--- src/rtl/imem_pkg.sv ---
// Shared definitions for the instruction-memory loader and instruction_mem.
package imem_pkg;

    localparam int IMEM_DEPTH_WORDS = 64;
    localparam int WORD_BYTES       = 4;
    localparam int XLEN             = 32;

    typedef enum logic [2:0] {
        IDLE,
        RECV,
        WRITE,
        DONE,
        ERR
    } loader_state_t;

endpackage

--- src/rtl/imem_loader_word_assembler.sv ---
// Collects little-endian stream bytes into a 32-bit word; word_full flags the accept of the last lane.
module word_assembler
    import imem_pkg::*;
(
    input  logic            clk,
    input  logic            rst_n,
    input  logic            clear,
    input  logic            accept,
    input  logic [7:0]      byte_data,
    output logic [1:0]      byte_idx,
    output logic            word_full,
    output logic [XLEN-1:0] word_next
);

    logic [XLEN-1:0] word_q;

    // word_next already carries the byte being accepted, so the loader can capture the whole word on the 4th accept
    always_comb begin
        word_next = word_q;
        word_next[{byte_idx, 3'b000} +: 8] = byte_data;
    end

    assign word_full = accept && (byte_idx == 2'(WORD_BYTES - 1));

    always_ff @(posedge clk or negedge rst_n) begin
        if (!rst_n) begin
            byte_idx <= '0;
            word_q   <= '0;
        end else if (clear) begin
            byte_idx <= '0;
            word_q   <= '0;
        end else if (accept) begin
            byte_idx <= byte_idx + 2'd1;
            word_q   <= word_next;
        end
    end

endmodule

--- src/rtl/imem_loader.sv ---
// Boot loader: fills instruction memory from a byte stream, then releases the core from reset.
module imem_loader
    import imem_pkg::*;
#(
    parameter int DEPTH_WORDS = IMEM_DEPTH_WORDS,
    parameter int CNT_W       = $clog2(DEPTH_WORDS) + 1
) (
    input  logic             clk,
    input  logic             rst_n,
    input  logic             start,
    input  logic             abort,
    input  logic [CNT_W-1:0] num_words,
    input  logic             byte_valid,
    input  logic [7:0]       byte_data,
    output logic             byte_ready,
    output logic             mem_we,
    output logic [31:0]      mem_addr,
    output logic [31:0]      mem_wdata,
    output logic             core_rst_n,
    output logic             busy,
    output logic             done,
    output logic             error
);

    loader_state_t    state;
    loader_state_t    next_state;
    logic [CNT_W-1:0] word_idx;
    logic [CNT_W-1:0] num_lat;
    logic             num_ok;
    logic             start_ok;
    logic             start_load;
    logic             last_word;
    logic             accept;
    logic             asm_clear;
    logic [1:0]       byte_idx;
    logic             word_full;
    logic [XLEN-1:0]  word_next;

    assign num_ok     = (num_words != '0) && (num_words <= CNT_W'(DEPTH_WORDS));
    assign start_ok   = (state == IDLE) || (state == DONE) || (state == ERR);
    assign start_load = start && !abort && start_ok && num_ok;
    assign last_word  = (word_idx == num_lat - CNT_W'(1));
    assign accept     = byte_valid && byte_ready;
    assign asm_clear  = abort || start_load || (state == WRITE);

    word_assembler u_asm (
        .clk       (clk),
        .rst_n     (rst_n),
        .clear     (asm_clear),
        .accept    (accept),
        .byte_data (byte_data),
        .byte_idx  (byte_idx),
        .word_full (word_full),
        .word_next (word_next)
    );

    always_comb begin
        next_state = state;
        byte_ready = 1'b0;
        mem_we     = 1'b0;
        busy       = 1'b0;
        done       = 1'b0;
        error      = 1'b0;
        case (state)
            IDLE, DONE, ERR: begin
                if (start) next_state = num_ok ? RECV : ERR;
                done  = (state == DONE);
                error = (state == ERR);
            end
            RECV: begin
                byte_ready = 1'b1;
                busy       = 1'b1;
                if (word_full) next_state = WRITE;
            end
            WRITE: begin
                mem_we     = 1'b1;
                busy       = 1'b1;
                next_state = last_word ? DONE : RECV;
            end
            default: next_state = IDLE;
        endcase
        if (abort) next_state = IDLE;
    end

    // core_rst_n is registered off next_state so it changes exactly on the edge entering/leaving DONE
    always_ff @(posedge clk or negedge rst_n) begin
        if (!rst_n) begin
            state      <= IDLE;
            core_rst_n <= 1'b0;
        end else begin
            state      <= next_state;
            core_rst_n <= (next_state == DONE);
        end
    end

    always_ff @(posedge clk or negedge rst_n) begin
        if (!rst_n) begin
            word_idx <= '0;
            num_lat  <= '0;
        end else if (start_load) begin
            word_idx <= '0;
            num_lat  <= num_words;
        end else if (state == WRITE && !abort) begin
            word_idx <= word_idx + CNT_W'(1);
        end
    end

    // Address and data are captured with the 4th byte and then held until the next word completes
    always_ff @(posedge clk or negedge rst_n) begin
        if (!rst_n) begin
            mem_addr  <= '0;
            mem_wdata <= '0;
        end else if (word_full && !abort) begin
            mem_addr  <= 32'({word_idx, 2'b00});
            mem_wdata <= word_next;
        end
    end

endmodule

--- config.mk ---
export PLATFORM = sky130hd
export DESIGN_NAME = imem_loader
export DESIGN_NICKNAME = d
export VERILOG_FILES = /design/src/rtl/imem_pkg.sv /design/src/rtl/imem_loader_word_assembler.sv /design/src/rtl/imem_loader.sv
export SDC_FILE = /design/constraint.sdc
export NUM_CORES = 1
export LEC_CHECK = 0
export CORE_MARGIN = 4
export CORE_UTILIZATION = 35
export DETAILED_ROUTE_END_ITERATION = 6
export MAX_ROUTING_LAYER = met4
export PLACE_DENSITY = 0.69
export SLEW_MARGIN = 10
export SYNTH_ARGS = -nofsm -noshare
export SYNTH_HDL_FRONTEND = slang
export SYNTH_HIERARCHICAL = 1
export SYNTH_SLANG_ARGS = --single-unit
--- constraint.sdc ---
create_clock -name clk -period 3.5 [get_ports clk]
set_clock_uncertainty 0.15 [all_clocks]
set_input_delay 0.7 -clock clk [delete_from_list [all_inputs] [get_ports clk]]
set_output_delay 0.7 -clock clk [all_outputs]
set_load 0.005 [all_outputs]
# After elaboration in Yosys (flattened, before gate mapping)

Cells that the tools add are included.

$add $sub $neg: 4
$lt $le $gt $ge: 1
Equality and inequality tests: 7
Shift operators: 2
Mux-type cells: 18
Reduce and logical (&&, ||, !) cells: 19

Operators with widths:

| operator                                                               | number |
|---|---|
| 32-bit two-way mux                                                     | 2 |
| 32-bit bitwise mux                                                     | 1 |
| 8-bit by 7-bit variable shift with 32-bit output, first input constant | 1 |
| 8-bit by 7-bit variable part select with 32-bit output                 | 1 |
| 7-bit two-way mux                                                      | 2 |
| 3-bit two-way mux                                                      | 4 |
| 3-bit by 2-bit == test with 1-bit output, second input constant        | 3 |
| 3-bit one-hot mux with 3 select lines                                  | 1 |
| 1-bit logical AND                                                      | 8 |
| 7-bit by 1-bit adder with 7-bit output, second input constant          | 1 |
| 7-bit == test                                                          | 1 |
| 7-bit <= comparator, second input constant                             | 1 |
| 5-bit negation with 7-bit output                                       | 1 |
| 7-bit nonzero test                                                     | 1 |
| 7-bit by 1-bit subtractor with 7-bit output, second input constant     | 1 |
| 2-bit two-way mux                                                      | 3 |
| 1-bit two-way mux                                                      | 5 |
| 1-bit logical OR                                                       | 4 |
| 2-bit nonzero test                                                     | 2 |
| 3-bit by 1-bit == test with 1-bit output, second input constant        | 1 |
| 3-bit == test, second input constant                                   | 1 |
| 3-bit logical NOT                                                      | 1 |
| 3-bit OR reduction                                                     | 1 |
| 2-bit by 1-bit adder with 2-bit output, second input constant          | 1 |
| other kinds (3)                                                        | 3 |

Flip-flop bits (word level): 91
Input port bits: 20
Output and inout bits: 70
Logic and storage cells: 59

# Longest topological paths before layout

Depth after elaboration: 8
Mapped depth: 11

# Cells and area by module

The synthesis kept the hierarchy.

By module, submodules not included:

| module         | times used | cells each | area an instance (um2) | sequential area each (um2) |
|---|---|---|---|---|
| imem_loader    | 1          | 222        | 2760.1                 | 1426.4 |
| word_assembler | 1          | 200        | 1960.6                 | 850.8 |

# Least setup slack after synthesis

No wires, ideal clock.

Path kind: input to register
Start: input num_words[1]
End: register u_asm.byte_idx[1]
Setup time: 132 ps
Arrival time: 2811 ps
Required time: 3218 ps
Path slack: 407 ps
Stages on the path: 7
Cell sequence: or4_4 o31a_1 or4b_4 nand2_1 clkbuf_1 clkbuf_1 nor2_1

Word-level cells in the longest chain between the ends: 6
Elaborated cells on any way between the ends: 8

Ends and longest elaborated chain:

| item                                                      | line                             | source |
|---|---|---|
| start, declared                                           | imem_loader.sv:12                | `input logic [CNT_W-1:0] num_words,` |
| 7-bit <= comparator or 7-bit nonzero test (tied branches) | imem_loader.sv:39                | `assign num_ok = (num_words != '0) && (num_words <= CNT_W'(DEPTH_WORDS));` |
| 1-bit logical AND *                                       | imem_loader.sv:39                |  |
| 1-bit logical AND *                                       | imem_loader.sv:41                | `assign start_load = start && !abort && start_ok && num_ok;` |
| 1-bit logical OR * (2 in series)                          | imem_loader.sv:44                | `assign asm_clear = abort \|\| start_load \|\| (state == WRITE);` |
| named net asm_clear                                       | imem_loader.sv:34                | `logic asm_clear;` |
| 2-bit two-way mux or 2-bit nonzero test (tied branches)   | --                               |  |
| end signal, assigned                                      | imem_loader_word_assembler.sv:33 | `byte_idx <= byte_idx + 2'd1;` |
| end, declared                                             | imem_loader_word_assembler.sv:10 | `output logic [1:0] byte_idx,` |

Mark *: on every way through the listed nets, which the timed path passes. The rest lies on a longest branch.
A chain may end at the register's enable or synchronous reset.

# Worst setup path in the final report

Start: input num_words[1]
End: register u_asm.word_q[22]

Word-level cells in the longest chain between the ends: 6
Elaborated cells on any way between the ends: 8

Ends and longest elaborated chain:

| item                                                      | line                             | source |
|---|---|---|
| 7-bit <= comparator or 7-bit nonzero test (tied branches) | imem_loader.sv:39                |  |
| 1-bit logical AND *                                       | imem_loader.sv:39                |  |
| 1-bit logical AND *                                       | imem_loader.sv:41                |  |
| 1-bit logical OR * (2 in series)                          | imem_loader.sv:44                |  |
| named net asm_clear                                       | imem_loader.sv:34                |  |
| 32-bit two-way mux or 2-bit nonzero test (tied branches)  | --                               |  |
| end signal, assigned                                      | imem_loader_word_assembler.sv:34 | `word_q <= word_next;` |
| end, declared                                             | imem_loader_word_assembler.sv:15 | `logic [XLEN-1:0] word_q;` |

Marked as above.

==> flow_summary.ini <==
[logic_synthesis]
netlist_area_mm2 = 0.00472
avgSynthCellArea_um2 = 11.2
ys_seq_area_share_pct = 48.2
ys_async_sr_fraction_pct = 100
synth-main-ff-cell = dfrtp_1
ys_ff_latch = 91
synth.distinct_cells = 54
synth_edf_count = 0
ys_warn_count = 6
synthCells = 422

[route]
drc_errors = 0
first_iter_violations = 198
wl_um = 10500
num_vias = 3326
routedWlPerCell_um = 16.0
viasPerCell = 5.05
drt-pass1-iter-count = 4
postRouteAntennaNets = 0

[setup_path]
end_kind = flop
worstSetupPathType = input pin to flop
cp-start-kind = input pin
critPathMaxStageDelay_ns = 0.57
cp.required_ns = 3.57
crit_chain = clkdlybuf4s50_1 > or4_4 > o31a_1 > or4b_4 > nand2_1 > buf_12 > nor4_4 > a22o_1
crit_fanout = 29
cp_slowest_cell = or4b_4
arrival_ns = 3.16

[die]
die-area_mm2 = 0.0154
ios = 90
core_area_mm2 = 0.0132
die_y_um = 124
start_util_pct = 35.6
die_x_um = 124
std_cell_rows = 42

[grt]
grt_first_pass_wirelength_um = 17300
grt.total_usage_pct = 15.0
grt_antenna_before_repair = 0
grt_pass1_vias = 3268
grt_max_degree = 57
grt_overflow = 0

[layout]
post-route-util_pct = 43.2
area_growth_syn_to_layout_pct = 21.1
drive_gt1_share_pct = 17.8
diodes = 0
finalNetCount = 506

[placed_design]
place_congestion = 0.817
dp_hpwl_um = 7370
io_buffers = 64

[power]
powerDensity_mw_per_mm2 = 406
max-vdd-ir-drop_uv = 206
leakage_nw = 2.56

[clocking]
cts_buffer_depth = 2
clk_latency_ns = 0.34
cts-root-buf = clkbuf_16
cts.htree.levels = 3
cts_hold_buf = 0
cts_resized = 0
cts_setup_buffers = 0
cts.reportedPaths.clkPinSlew_ns = 0.06
cts_tree = yes
cts_buffers = 9
clkSinkCount = 91

[sta]
max_freq_mhz = 324
grt_setup_unrepaired = no
tightest_slew_ns = 0.729
finalCritPeriodShare_pct = 88.1
setup_violations = 0
min_period_ns = 3.08
finalHoldViolations = 0
maxSlewHeadroom_pct = 51.3
report.final.slew_viol_count = 0
tns_ns = 0

[run_status]
outcome = finished clean

[worst_hold_path]
min_path_type = input pin to async pin

[job]
cap_violations = 0
-- cell families after synthesis --
logic type	Yosys count	synth area share, %
compound gates	76	12.7
xor+xnor	14	2.60
fa+ha+maj	7	1.86
buf+inv	72	8.80
flops	91	48.2
mux	53	12.8
other cells	1	0.0794
simple gates	108	12.9
-- worst max-delay path, delay by kind of cell --
| family | cells | cell delay, ns |
|---|---|---|
| and+or+nand+nor | 4 | 1.37 |
| buffers and inverters | 2 | 0.62 |
| AOI/OAI and AO/OA | 2 | 0.46 |
-- registers in the layout (all words and copies together), names as in the netlist --
register	cells
u_asm/word_q	32
mem_addr	7
state	3
core_rst_n	1
mem_wdata	32
u_asm/byte_idx	2
word_idx	7
num_lat	7
-- synth_stat cells, types with 3 or more instances --
master     count  area, um^2
xor2_1         8        70.1
a22o_1        29         254
ha_1           7        87.6
a21oi_1        8        40.0
mux2_4         3        45.0
mux2_2        46         518
a32oi_1       11        96.3
nand3_1        7        35.0
buf_1          3        11.3
buf_4         29         218
and4b_1        3        30.0
nand2_1       30         113
or2_2          3        18.8
buf_2          4        20.0
nor2_1        35         131
mux2i_1        4        40.0
o21ai_0       10        50.1
clkbuf_1      10        37.5
o32ai_1        4        35.0
dfrtp_1       91        2280
xnor2_1        6        52.6
a2bb2oi_1      4        35.0
nand4_1        5        31.3
nor3_1         3        15.0
inv_1         23        86.3
-- through the flow --
| step | setup WS, ns | hold slack (ns) | std cells | total power, mW | area (um^2) |
|---|---|---|---|---|---|
| 3_3_place_gp | 0.107 | 0.341 | 644 | 1.36 | 5410 |
| 3_5_place_dp | 0.0544 | 0.344 | 644 | 1.36 | 5410 |
| 5_1_grt | 0.317 | 0.315 | 659 | 2.42 | 5720 |
| 6_report | 0.415 | 0.257 | 659 | 2.32 | 5720 |
| 4_1_cts | 0.425 | 0.282 | 659 | 2.35 | 5720 |
| 2_1_floorplan | 0.407 | 0.254 | 446 | 1.29 | 4810 |
-- worst paths after layout --
check / depth (start not counted) / slack (ns) / startpoint / end
max in group asynchronous: 2 / 2.19 / rst_n / u_asm/word_q[14]$_DFFE_PN0P_
min reg2reg: 1 / 0.35 / mem_addr[5]$_DFFE_PN0P_ / mem_addr[5]$_DFFE_PN0P_
max: 8 / 0.42 / num_words[1] / u_asm/word_q[22]$_DFFE_PN0P_
max reg2reg: 7 / 0.80 / state[2]$_DFF_PN0_ / mem_wdata[8]$_DFFE_PN0P_
min in group clk: 1 / 0.35 / mem_addr[5]$_DFFE_PN0P_ / mem_addr[5]$_DFFE_PN0P_
min: 1 / 0.26 / rst_n / mem_addr[5]$_DFFE_PN0P_
-- final cells by class --
type | count | area, um^2
timing repair buffer | 71 | 703
tap | 176 | 220
fill | 1247 | 7530
inverter | 23 | 86.3
sequential | 91 | 2280
clock inverter | 3 | 46.3
clock buffer | 12 | 256
multi-input combinational | 283 | 2130
-- layout by cell type, fill, tap and decap left out, types with 3 or more instances in the layout --
| cell type | count |
|---|---|
| a22o_1 | 29 |
| nand3_1 | 7 |
| nor3_1 | 3 |
| mux2i_1 | 4 |
| xnor2_1 | 6 |
| mux2_4 | 3 |
| o32ai_1 | 4 |
| a32oi_1 | 11 |
| and4b_1 | 3 |
| xor2_1 | 8 |
| nor2_1 | 35 |
| o21ai_0 | 10 |
| nand4_1 | 5 |
| conb_1 | 25 |
| clkbuf_16 | 9 |
| nand2_1 | 30 |
| or2_2 | 3 |
| ha_1 | 7 |
| clkdlybuf4s50_1 | 63 |
| inv_1 | 23 |
| buf_4 | 7 |
| a2bb2oi_1 | 4 |
| mux2_2 | 46 |
| a21oi_1 | 8 |
| dfrtp_1 | 91 |
-- per-layer routing --
layer | global-route usage [%] | share of wire [%] | up-vias
li1 | - | - | 1574
met1 | 20.3 | 45 | 1657
met2 | 22.3 | 48 | 88
met3 | 3.41 | 5.4 | 7
met4 | 5.07 | 1.1 | 0
met5 | - | 0 | -
-- power by group --
part / leakage (nW) / internal (mW) / switching [mW]
Clock: 0.145 / 0.591 / 0.388
Sequential: 1.26 / 1.08 / 0.0319
Combinational: 1.16 / 0.103 / 0.133
No activity file was read; power rests on OpenSTA's default activity.
